===== src/rtl/word_assembler.sv =====
// Byte-serial to 32-bit word assembler feeding the load register stage.
// Collects four bytes over valid/ready, then presents the word with a one-cycle load pulse.
module word_assembler #(
  parameter bit          MSB_FIRST = 1'b0,
  parameter int unsigned CNT_W     = 16
) (
  input  logic             clk,
  input  logic             rst_n,
  input  logic [7:0]       byte_in,
  input  logic             byte_valid,
  output logic             byte_ready,
  input  logic             abort,
  output logic [31:0]      word_out,
  output logic             load,
  output logic             busy,
  output logic [CNT_W-1:0] word_count
);

  localparam int unsigned WORD_W = 32;
  localparam int unsigned IDX_W  = 2;

  typedef enum logic {FILL = 1'b0, EMIT = 1'b1} state_t;

  state_t             state;
  logic [IDX_W-1:0]   idx;
  logic [WORD_W-1:0]  acc;
  logic [WORD_W-1:0]  acc_next;
  logic [IDX_W-1:0]   lane;

  // Lane order flips for big-endian assembly; lane n sits at bits [8n+7:8n].
  always_comb begin
    lane     = MSB_FIRST ? ~idx : idx;
    acc_next = acc;
    acc_next[{lane, 3'b000} +: 8] = byte_in;
  end

  always_ff @(posedge clk or negedge rst_n) begin
    if (!rst_n) begin
      state      <= FILL;
      idx        <= '0;
      acc        <= '0;
      word_out   <= '0;
      load       <= 1'b0;
      word_count <= '0;
      byte_ready <= 1'b1;
      busy       <= 1'b0;
    end else begin
      load <= 1'b0;
      case (state)
        FILL: begin
          // Abort wins over a byte offered in the same cycle.
          if (abort) begin
            idx  <= '0;
            busy <= 1'b0;
          end else if (byte_valid) begin
            acc <= acc_next;
            idx <= idx + IDX_W'(1);
            if (idx == IDX_W'(3)) begin
              word_out   <= acc_next;
              state      <= EMIT;
              load       <= 1'b1;
              byte_ready <= 1'b0;
              busy       <= 1'b0;
            end else begin
              busy <= 1'b1;
            end
          end
        end
        EMIT: begin
          state      <= FILL;
          idx        <= '0;
          word_count <= word_count + CNT_W'(1);
          byte_ready <= 1'b1;
          busy       <= 1'b0;
        end
        default: begin
          state      <= FILL;
          idx        <= '0;
          byte_ready <= 1'b1;
          busy       <= 1'b0;
        end
      endcase
    end
  end

endmodule


===== config.mk =====
export PLATFORM = sky130hd
export DESIGN_NAME = word_assembler
export DESIGN_NICKNAME = d
export VERILOG_FILES = /design/src/rtl/word_assembler.sv
export SDC_FILE = /design/constraint.sdc
export NUM_CORES = 1
export LEC_CHECK = 0
export ABC_AREA = 1
export CAP_MARGIN = 40
export CORE_ASPECT_RATIO = 1.4
export CORE_MARGIN = 2
export CORE_UTILIZATION = 53
export DETAILED_ROUTE_END_ITERATION = 8
export HOLD_SLACK_MARGIN = 0.15
export PLACE_DENSITY = 0.79
export SYNTH_ARGS = -nofsm -noshare
export SYNTH_HDL_FRONTEND = slang
export SYNTH_SLANG_ARGS = --single-unit

===== constraint.sdc =====
create_clock -name clk -period 2.03 [get_ports clk]
set_input_delay 0.609 -clock clk [delete_from_list [all_inputs] [get_ports clk]]
set_output_delay 0.609 -clock clk [all_outputs]
set_load 0.005 [all_outputs]

==> impl_metrics.json <==
{
  "status": "finished, final reports clean",
  "drt_wl_total_um": 8540,
  "start_util": 0.543,
  "cts_root_buffer": "clkbuf_8",
  "async_flop_share": 1.00,
  "ys_seq_area_frac": 0.536,
  "hold_viol_final": 0,
  "synth_area_per_cell_um2": 8.39,
  "critPathLaunchType": "flip-flop",
  "cp_max_fo": 5,
  "max_stage_delay_ps": 540,
  "critPathKind": "reg2out",
  "r2r_slack_ps": 260,
  "leakage_nw": 2.44,
  "max-cap-violations": 0,
  "ioPinCount": 63,
  "synthSimpleGateAreaFrac": 0.269,
  "htreeDepth": 3,
  "place_ws_ps": 61.4,
  "ir_drop_uv": 555,
  "power_switching_mw": 1.07,
  "setup_ws_ps": 62.3,
  "synth-edff-count": 0,
  "drtAntennaViolNets": 0,
  "grt_pass1_wl_um": 14300,
  "ys_ff_latch": 85,
  "grt-ovfl-total": 0,
  "io_buffers": 62,
  "p_int_mw": 2.82,
  "worst_pin_slew_ps": 428,
  "grt_pass1_vias": 3080,
  "maxSlewHeadroom": 0.714,
  "rsz0062_at_grt": "false",
  "reg2reg_depth": 7,
  "dieHeight_um": 106,
  "drt-wirelength-per-cell_um": 13.4,
  "arrival_ps": 1360,
  "path_buf_inv": 1,
  "p_comb_frac": 0.179,
  "netlist_area_um2": 3970,
  "drc": 0,
  "clock_path_buffers": 2,
  "hold_class": "in2async",
  "synth.area.top_cells": "dfrtp_1, nand2_1, inv_1, o22ai_1, o21ai_0",
  "r2r-start": "idx[1]",
  "vias": 3230,
  "worstPathCellList": "clkdlybuf4s50_1",
  "final_max_slew_viol_count": 0,
  "finalCriticalPeriod_ps": 1970,
  "drive_above_1_share": 0.0812,
  "ys_types": 27,
  "dieArea_um2": 8210,
  "synthAdderAreaFrac": 0.0221,
  "pwr-share-seq": 0.512,
  "grt_max_degree": 50,
  "num_antenna_cells": 0,
  "crit_required_ps": 1420,
  "clock_sinks": 85,
  "syn-num-nets": 492,
  "ys_top_cells_by_count": "nand2_1, dfrtp_1, inv_1",
  "hold_buffers": 0,
  "finish.net_count": 556,
  "num_rows": 37,
  "utilization": 0.666,
  "worst_setup_path_end_kind": "output port",
  "via_per_inst": 5.05,
  "clock_latency_ps": 360,
  "crit_path_top_delay_cell": "clkdlybuf4s50_1",
  "area_delta_synth_final_pct": 22.8,
  "fin_skew_ps": 7.70,
  "rr_endpoint": "word_out[7]",
  "syn-instance-count": 473,
  "p_clk_frac": 0.309,
  "finalSetupViolCount": 0,
  "yosysTopAreaCell": "dfrtp_1",
  "drtIter0Drc": 217,
  "netSwitchingFraction": 0.276,
  "drt_pass1_iterations": 5,
  "cts-buffers-inserted": 9,
  "clk_pin_slew_worst_paths_ps": 90,
  "synth_xor_area_frac": 0.0221,
  "dp_hpwl_um": 6100,
  "max_freq_ghz": 0.508,
  "ys.warnings.count": 0,
  "synth_mux_area_frac": 0.00284,
  "cts_tree": "done",
  "p_per_area_nw_per_um2": 799,
  "crit_family": "buffers and inverters",
  "synth-compound-area-share": 0.0716,
  "yosys_most_used_dff": "dfrtp_1",
  "synth_top_cell_area_share": 0.530,
  "core_um2": 7310,
  "place.gp.congestion": 0.837,
  "antenna_found_initial": 0,
  "setup-tns-final_ps": 0,
  "fin_crit_sh": 0.969,
  "grt_use_total": 0.222,
  "synth_top_family_by_area": "simple AND/OR/NAND/NOR gates",
  "die_x_um": 77.1,
  "synth.most_common_cell": "nand2_1"
}
stage by stage:
stage               power [mW]  instance area, um^2  std cells  hold slack (ps)
finish                    3.89                 4870        639              173
global route              4.09                 4870        639              197
CTS                       3.91                 4870        639              190
detailed placement        2.73                 4680        623              464
global placement          2.70                 4680        623              461
floorplan                 2.38                 3970        473              313
placed cells by master, fill, tap and decap left out, types with 2 or more instances in the layout:
master / count
clkbuf_1: 2
dfrtp_1: 84
nand2_2: 2
buf_4: 8
nor2_4: 4
inv_2: 2
xnor2_1: 7
nor2_1: 7
ha_1: 7
nand4_1: 6
o21ai_0: 19
clkbuf_8: 10
clkdlybuf4s50_1: 60
inv_4: 2
inv_1: 43
nand3_1: 11
nand2_1: 215
o22ai_1: 17
clkinv_2: 2
nand3_2: 3
buf_12: 2
o21ai_1: 15
xor2_1: 3
nand2_4: 2
nand4_2: 2
worst register-to-register path, cell delays in order (launching register included):
cell	delay, ps
dfrtp_1	410
inv_1	110
ha_1	350
inv_1	140
nand4_2	230
o21ai_0	320
nand2_1	90
nand2_1	60
layout make-up:
| class | count | area [um^2] |
|---|---|---|
| Clock buffer | 12 | 145 |
| Clock inverter | 4 | 47.5 |
| Fill cell | 616 | 2440 |
| Inverter | 47 | 181 |
| Multi-Input combinational cell | 323 | 1540 |
| Sequential cell | 85 | 2130 |
| Tap cell | 97 | 121 |
| Timing Repair Buffer | 71 | 713 |
kinds of logic (layout without fill, tap and decap cells):
group | Yosys count | after routing
fa+ha+maj | 7 | 7
mux | 1 | 1
compound gates | 52 | 52
xor+xnor | 10 | 10
buf+inv | 65 | 134
flops | 85 | 85
simple gates | 253 | 253
per-layer routing:
metal | up-vias | global-route usage | routed length, um
li1 | 1601 | - | -
met1 | 1548 | 0.277 | 3690
met2 | 66 | 0.376 | 4400
met3 | 15 | 0.0374 | 275
met4 | 0 | 0.101 | 181
met5 | - | 0 | 0
how the worst max path moves through the flow:
stage / cells past startpoint / endpoint / startpoint / slack, ps
4_1_cts: 1 / byte_ready / byte_ready / 10
5_1_grt: 1 / word_count[2] / word_count[2] / 5
3_3_place_gp: 8 / word_out[19] / abort / 90
3_5_place_dp: 8 / word_out[23] / abort / 60
2_1_floorplan: 8 / acc[6] / idx[0] / 360
6_report: 1 / word_count[10] / word_count[10] / 60
sequential cells by signal (all words and copies together) (netlist names):
signal,cells
acc,32
busy,1
byte_ready,1
idx,2
load,1
word_count,16
word_out,32
power groups by stage:
stage / registers, mW / logic, mW / clock network (mW)
detailed placement: 2.03 / 0.701 / 0
finish: 1.99 / 0.697 / 1.20
CTS: 1.99 / 0.707 / 1.21
global route: 2.02 / 0.785 / 1.29
global placement: 2.02 / 0.680 / 0
floorplan: 2.02 / 0.363 / 0
repair_timing:
item / in CTS / in global routing
setup buffers: 0 / 0
resized for setup: 0 / 1
setup endpoints to repair: 0 / 1
hold endpoints to repair: 0 / 0
No activity file was read; power rests on OpenSTA's default activity.
